## config.mk

```make
export PLATFORM = sky130hd
export DESIGN_NAME = fabm_pg_stage
export DESIGN_NICKNAME = d
export VERILOG_FILES = /design/src/rtl/fabm_pkg.sv /design/src/rtl/fabm_pipe_ctl.sv /design/src/rtl/fabm_pg_stage.sv
export SDC_FILE = /design/constraint.sdc
export NUM_CORES = 1
export LEC_CHECK = 0
export CAP_MARGIN = 5
export CORE_ASPECT_RATIO = 1.75
export CORE_UTILIZATION = 40
export DETAILED_ROUTE_END_ITERATION = 6
export PLACE_DENSITY = 0.76
export SLEW_MARGIN = 0
export SYNTH_ARGS = -nofsm -noshare
export SYNTH_HDL_FRONTEND = slang
export SYNTH_SLANG_ARGS = --single-unit
```

## constraint.sdc

```tcl
create_clock -name clk -period 2.6 [get_ports clk]
set_input_delay 0.52 -clock clk [delete_from_list [all_inputs] [get_ports clk]]
set_output_delay 0.52 -clock clk [all_outputs]
set_load 0.03 [all_outputs]
```

## src/rtl/fabm_pkg.sv

```systemverilog
// fabm_pkg: shared widths and types for the FABM final-adder front-end.
package fabm_pkg;
  localparam int FABM_ROW_W = 56;
  localparam int FABM_SPLIT = 17;
  localparam int FABM_HI_W  = FABM_ROW_W - FABM_SPLIT;
  localparam int FABM_TAG_W = 4;
  typedef logic [FABM_HI_W-1:0] fabm_hi_t;
endpackage

```

## src/rtl/fabm_pipe_ctl.sv

```systemverilog
// fabm_pipe_ctl: two-stage valid/ready control with bubble-free enable chain, flush and occupancy.
module fabm_pipe_ctl (
  input  logic       clk,
  input  logic       rst_n,
  input  logic       flush,
  input  logic       in_valid,
  input  logic       out_ready,
  output logic       in_ready,
  output logic       out_valid,
  output logic       s1_load,
  output logic       s2_load,
  output logic [1:0] occ
);
  logic s1_v_q, s2_v_q, s1_en, s2_en;
  always_comb begin
    s2_en     = !s2_v_q | out_ready;
    s1_en     = !s1_v_q | s2_en;
    in_ready  = s1_en;
    out_valid = s2_v_q;
    s1_load   = s1_en & in_valid & !flush;
    s2_load   = s2_en & s1_v_q & !flush;
    occ       = {1'b0, s1_v_q} + {1'b0, s2_v_q};
  end
  // flush wins over every transfer, including an input accepted this cycle
  always_ff @(posedge clk or negedge rst_n) begin
    if (!rst_n) begin
      s1_v_q <= 1'b0;
      s2_v_q <= 1'b0;
    end else if (flush) begin
      s1_v_q <= 1'b0;
      s2_v_q <= 1'b0;
    end else begin
      if (s2_en) s2_v_q <= s1_v_q;
      if (s1_en) s1_v_q <= in_valid;
    end
  end
endmodule

```

## src/rtl/fabm_pg_stage.sv

```systemverilog
// fabm_pg_stage: two-stage prop/gen/cin front-end feeding the CARRY4 chain of the FABM final adder.
// Build option TRUNC_LOW_EN: omit the low-part adder, product_low and cin read as 0.
module fabm_pg_stage
  import fabm_pkg::*;
#(
  parameter int ROW_W = FABM_ROW_W,
  parameter int SPLIT = FABM_SPLIT,
  parameter int TAG_W = FABM_TAG_W
) (
  input  logic                   clk,
  input  logic                   rst_n,
  input  logic                   flush,
  input  logic                   in_valid,
  output logic                   in_ready,
  input  logic [ROW_W-1:0]       row_a,
  input  logic [ROW_W-1:0]       row_b,
  input  logic [TAG_W-1:0]       in_tag,
  output logic                   out_valid,
  input  logic                   out_ready,
  output logic [ROW_W-SPLIT-1:0] prop,
  output logic [ROW_W-SPLIT-1:0] gen,
  output logic                   cin,
  output logic [SPLIT-1:0]       product_low,
  output logic [TAG_W-1:0]       out_tag,
  output logic [1:0]             occ
);
  localparam int HI_W = ROW_W - SPLIT;
  logic             s1_load, s2_load;
  logic [ROW_W-1:0] a_q, b_q;
  logic [TAG_W-1:0] s1_tag_q, tag_q;
  logic [HI_W-1:0]  prop_q, prop_d, gen_q, gen_d;
  logic [SPLIT:0]   low_q, low_d;
  fabm_pipe_ctl u_ctl (
    .clk      (clk),
    .rst_n    (rst_n),
    .flush    (flush),
    .in_valid (in_valid),
    .out_ready(out_ready),
    .in_ready (in_ready),
    .out_valid(out_valid),
    .s1_load  (s1_load),
    .s2_load  (s2_load),
    .occ      (occ)
  );
  always_ff @(posedge clk or negedge rst_n) begin
    if (!rst_n) begin
      a_q      <= '0;
      b_q      <= '0;
      s1_tag_q <= '0;
    end else if (s1_load) begin
      a_q      <= row_a;
      b_q      <= row_b;
      s1_tag_q <= in_tag;
    end
  end
  always_comb begin
    prop_d = a_q[ROW_W-1:SPLIT] ^ b_q[ROW_W-1:SPLIT];
    gen_d  = a_q[ROW_W-1:SPLIT];
  end
`ifdef TRUNC_LOW_EN
  assign low_d = '0;
`else
  // top bit of the widened sum is the carry into bit SPLIT
  assign low_d = {1'b0, a_q[SPLIT-1:0]} + {1'b0, b_q[SPLIT-1:0]};
`endif
  always_ff @(posedge clk or negedge rst_n) begin
    if (!rst_n) begin
      prop_q <= '0;
      gen_q  <= '0;
      low_q  <= '0;
      tag_q  <= '0;
    end else if (s2_load) begin
      prop_q <= prop_d;
      gen_q  <= gen_d;
      low_q  <= low_d;
      tag_q  <= s1_tag_q;
    end
  end
  assign prop        = prop_q;
  assign gen         = gen_q;
  assign cin         = low_q[SPLIT];
  assign product_low = low_q[SPLIT-1:0];
  assign out_tag     = tag_q;
endmodule

```

# Yosys cells after proc, flatten, opt, wreduce, memory -nomap -nowiden
# Cells that the tools add are included.
# totals
reg_bits,218
input_bits,121
output_inout_bits,104
elab_cells,27
# classes
add_sub_neg,2
muxes,4
bitwise,7
n_reduce_logical,5
# ops
op,count
$xor 39x39->39,1
$add 17x17->18,1
$and 1x1->1,4
$mux 1,4
$reduce_bool 2->1,2
$logic_not 1->1,3
$add 1x1->2,1
$or 1x1->1,2

# Logic depth before layout (Yosys ltp)
# logic_depth
depth_word,5
mapped_depth,9
depth_no_buf,9

# Hierarchy
# From an unflattened synthesis, not the netlist that was laid out.
# hier_totals
cells_unflattened,693
hier_area_um2,9364.0
# modules_own_cells
mod,n_inst,cells_each,area_each_um2,seq_area_each_um2
fabm_pg_stage,1,683,9227.6,5405.2
fabm_pipe_ctl,1,10,136.4,50.0

# Worst setup path before layout
# OpenSTA, ideal clock, no wires.
# synth_path
path_kind,reg-to-reg
startpoint,reg u_ctl.s2_v_q (netlist: u_ctl.out_valid)
endpoint,reg a_q[0]
setup_time_ns,0.125
arrival_time_ns,1.967
t_required_ns,2.475
path_slack_ns,0.508
stages_incl_launch_ff,8
n_path_buf,3
synth_period_minus_slack_ns,2.092
cell_sequence,dfrtp_1 > nor2b_4 > nand2_1 > nand3b_1 > buf_2 > buf_2 > buf_4 > mux2_2
# synth_between
elab_chain_cells,5
# synth_rtl
element,line,rtl
"start, declared",fabm_pipe_ctl.sv:14,"logic s1_v_q, s2_v_q, s1_en, s2_en;"
"start signal, assigned",fabm_pipe_ctl.sv:33,if (s2_en) s2_v_q <= s1_v_q;
$logic_not 1->1,fabm_pipe_ctl.sv:16,s2_en = !s2_v_q | out_ready;
$or 1x1->1,fabm_pipe_ctl.sv:16,
$or 1x1->1,fabm_pipe_ctl.sv:17,s1_en = !s1_v_q | s2_en;
named net in_ready,fabm_pg_stage.sv:14,"output logic in_ready,"
$and 1x1->1 (2 in series),fabm_pipe_ctl.sv:20,s1_load = s1_en & in_valid & !flush;
"end signal, assigned",fabm_pg_stage.sv:51,a_q <= row_a;
"end, declared",fabm_pg_stage.sv:29,"logic [ROW_W-1:0] a_q, b_q;"
# The timed path passes the listed nets, and every way through them passes these cells.
# A chain may end at the register's enable or synchronous reset.

# Final worst setup path
# layout_path
startpoint,reg u_ctl.s1_v_q
endpoint,out occ[0]
# layout_between
elab_chain_cells,1
# layout_rtl
element,line,rtl
"start, declared",fabm_pipe_ctl.sv:14,
"start signal, assigned",fabm_pipe_ctl.sv:34,if (s1_en) s1_v_q <= in_valid;
$add 1x1->2,fabm_pipe_ctl.sv:22,"occ = {1'b0, s1_v_q} + {1'b0, s2_v_q};"
"end, declared",fabm_pg_stage.sv:25,output logic [1:0] occ
# No other way between the ends.

==> flow_summary_export.csv <==
group,metric,value,unit
floorplanning,num_rows,72,
sta,postLayoutSetupSlackWorst,198.4,ps
sta,min_period,2402,ps
pwr,post-layout-total-power,11240,µW
setup_path,critPathRequiredTime,2080,ps
drt,wl_per_cell,16.79,µm
sta,fin_worst_skew,10.20,ps
sta,timing.fmax,416.4,MHz
setup_path,timing_worst_setup_path_type,"reg -> out",
drt,ant_nets,0,
global_routing,initial_antenna_violation_count,3,
setup_path,worstSetupStartpointType,"flop",
synth,yosys_warnings,0,
pwr,peakVddDrop,0.5884,mV
synth,post_synthesis_sequential_element_count,218,
cells_and_area,post_route_cells_drive_above_1_share,17.14,%
floorplanning,initial_utilization,41.14,%
sta,finalCritPeriodShare,92.37,%
global_routing,track_usage,19.41,%
cells_and_area,final_cell_count_no_fill,1319,
sta,grt_setup_unrepaired,"no",
clock_tree,cts.sinks,218,
cells_and_area,filler_cell_count,1964,
setup_path,critical_path.cell_chain,"ha_1 -> clkdlybuf4s50_1",
sta,relSlewSlack,61.86,%
clock_tree,clock_tree.root_cell,"clkbuf_16",
sta,setup_tns,0,ps
setup_path,cp_max_fo,6,
placement,io_buf_count,224,
global_routing,grt_pass1_wl,34.84,mm
clock_tree,worstSkewPairLatency,490,ps
cells_and_area,nets,1148,
setup_path,crit_buf_inv,1,
clock_tree,tritoncts,"built",
worst_hold_path,timing.hold.worst.class,"reg -> reg",
floorplanning,fp.coreArea,0.02225,mm²
clock_tree,htree_num_levels,1,
drt,vias_per_cell,4.920,
drt,wl,22.15,mm
pwr,leakage,0.005492,µW
global_routing,largest_net_degree_at_the_start_of_global_routing,69,
placement,finalWeightedCongestion,0.8211,
placement,place.detailed.hpwl,16.21,mm
outcome,run_status,"complete, no violations",
sta,transition_time_of_the_tightest_slew_check_pin,572.1,ps
sta,maxSlewViolCount,0,
cells_and_area,final_common_cell,"clkdlybuf4s50_1",
placement,place_inst,1280,
drt,post-route-drc-count,0,
floorplanning,floorplan.io_pins,225,
floorplanning,die_width,116.4,µm
cells_and_area,layout.cells.most_common_list,"clkdlybuf4s50_1 (222), dfrtp_1 (218), nand2_1 (196)",
clock_tree,cts_buffer_depth,3,
synth,yosys.cell_types.count,39,
global_routing,grt_overflow_total,0,
clock_tree,numCtsBuffers,21,
clock_tree,clkTransAtPathRegs,60,ps
synth,synth_fp_nets,916,
setup_path,critPathSlowestCell,"clkdlybuf4s50_1",
synth,synthesis.instances,776,
placement,preCtsSetupSlack,258.6,ps
synth,synth.avg_cell_area,11.80,µm²
drt,num_vias,6490,
setup_path,crit_path_end_kind,"output port",
setup_path,crit_arrival,1880,ps
setup_path,slowest_delay,670,ps
synth,syn-cell-area,0.009155,mm²
floorplanning,fp.dieArea,0.02352,mm²
setup_path,timing.critical_path.max_delay_family,"buffers and inverters",
setup_path,reg2reg_setup_slack,310,ps
cells_and_area,layout-area-overhead-vs-synth,36.65,%
synth,synth_seq_area_share,59.59,%
sta,timing_hold_violations_final,0,
pwr,power.density_cell_area,898.5,mW/mm²
floorplanning,die_h,202.1,µm
sta,setup_viol,0,
drt,length_of_the_first_detailed_routing_pass_in_iterations,4,
global_routing,vias_in_the_first_global_route,6729,
drt,drt-initial-drc-count,331,
clock_tree,post_cts_setup_inserts,0,
flow_run,timing.max_cap.violations,0,
-- report_power, final --
group          switching, µW  leakage [µW]  internal (µW)
Clock                   1230      0.000321           1670
Combinational           2010       0.00253           1700
Sequential               493       0.00264           4130
-- worst register-to-register path, stage by stage (launching register included) --
cell and delay, ps:
dfrtp_1 390, ha_1 240, inv_1 90, fa_1 200, nand2b_1 140, a21oi_1 80
a211oi_2 400, o21ai_2 180, or4_1 420, nand3_1 90
-- Yosys cell counts (all sizes together) --
cell / number / area [µm²]
a211oi: 2 / 20.02
a21o: 3 / 22.52
a21oi: 19 / 95.09
a311o: 1 / 10.01
a31o: 1 / 8.760
a31oi: 3 / 18.77
buf: 25 / 135.1
clkbuf: 10 / 37.54
dfrtp: 218 / 5455
fa: 1 / 20.02
ha: 18 / 225.2
inv: 7 / 26.28
mux2: 116 / 1306
mux2i: 1 / 10.01
nand2: 196 / 735.7
nand2b: 2 / 12.51
nand3: 5 / 25.02
nand3b: 2 / 15.01
nand4: 2 / 12.51
nor2: 15 / 56.30
nor2b: 2 / 20.02
nor3b: 2 / 15.01
nor4: 1 / 6.260
o211ai: 3 / 27.52
o21a: 2 / 15.01
o21ai: 60 / 304.0
o221ai: 1 / 15.01
o311ai: 1 / 8.760
o31ai: 2 / 15.01
or3b: 1 / 8.760
or4: 1 / 7.510
xnor2: 47 / 411.6
xor2: 6 / 52.55
-- layout make-up --
cell class	instances	area [µm²]	share of cell area [%]
diodes	2	5.005	0.04000
clock buffers	30	589.3	4.710
clock inverters	6	58.81	0.4700
inverters	7	26.28	0.2100
multi-input cells	516	3508	28.04
flip-flops and latches	218	5455	43.60
well taps	296	370.4	2.960
repair buffers	244	2497	19.96
-- logic make-up after synthesis --
family | Yosys count | synth area share, %
compound gates | 98 | 6.123
simple gates | 229 | 9.990
fa+ha+maj | 19 | 2.679
buf+inv | 42 | 2.173
xor+xnor | 53 | 5.070
flops | 218 | 59.59
mux | 117 | 14.38
-- flip-flops by register name (all words and copies together) (netlist names) --
signal           cells
a_q                 56
b_q                 56
gen                 39
low_q               18
out_tag              4
prop                39
s1_tag_q             4
u_ctl.out_valid      1
u_ctl.s1_v_q         1
-- through the flow --
step                utilization (%)  instance area [µm²]  hold WS, ps
floorplan                         -                 9155        224.4
global placement              53.24                11850        443.0
detailed placement            53.24                11850        457.3
CTS                           56.16                12500        6.726
global route                  56.22                12510        495.8
finish                        56.22                12510        472.3
-- path summary, 6_finish.rpt --
check	startpoint	endpoint	cells after the start
max reg2reg	a_q[0]$_DFFE_PN0P_	low_q[12]$_DFFE_PN0P_	9
max in group asynchronous	rst_n	a_q[30]$_DFFE_PN0P_	3
max	u_ctl.s1_v_q$_DFFE_PN0P_	occ[0]	2
min reg2reg	s1_tag_q[0]$_DFFE_PN0P_	out_tag[0]$_DFFE_PN0P_	2
min in group asynchronous	rst_n	b_q[5]$_DFFE_PN0P_	2
min	s1_tag_q[0]$_DFFE_PN0P_	out_tag[0]$_DFFE_PN0P_	2
-- timing repair --
item                       4_1_cts  5_1_grt
hold endpoints to repair         0        1
gates resized for setup          0        0
hold buffers                     0        1
setup endpoints to repair        0        0
-- per-layer routing --
| metal | global-route usage [%] | wire (µm) | share of wire, % | vias to the layer above |
|---|---|---|---|---|
| met5 | 0 | 12 | 0.054 | - |
| met4 | 11.49 | 1228 | 5.5 | 2 |
| met3 | 2.729 | 880 | 4.0 | 66 |
| met2 | 35.82 | 12330 | 56 | 188 |
| met1 | 20.19 | 7700 | 35 | 3169 |
| li1 | - | - | - | 3065 |
Note: power is estimated with default switching activity, not from simulation.
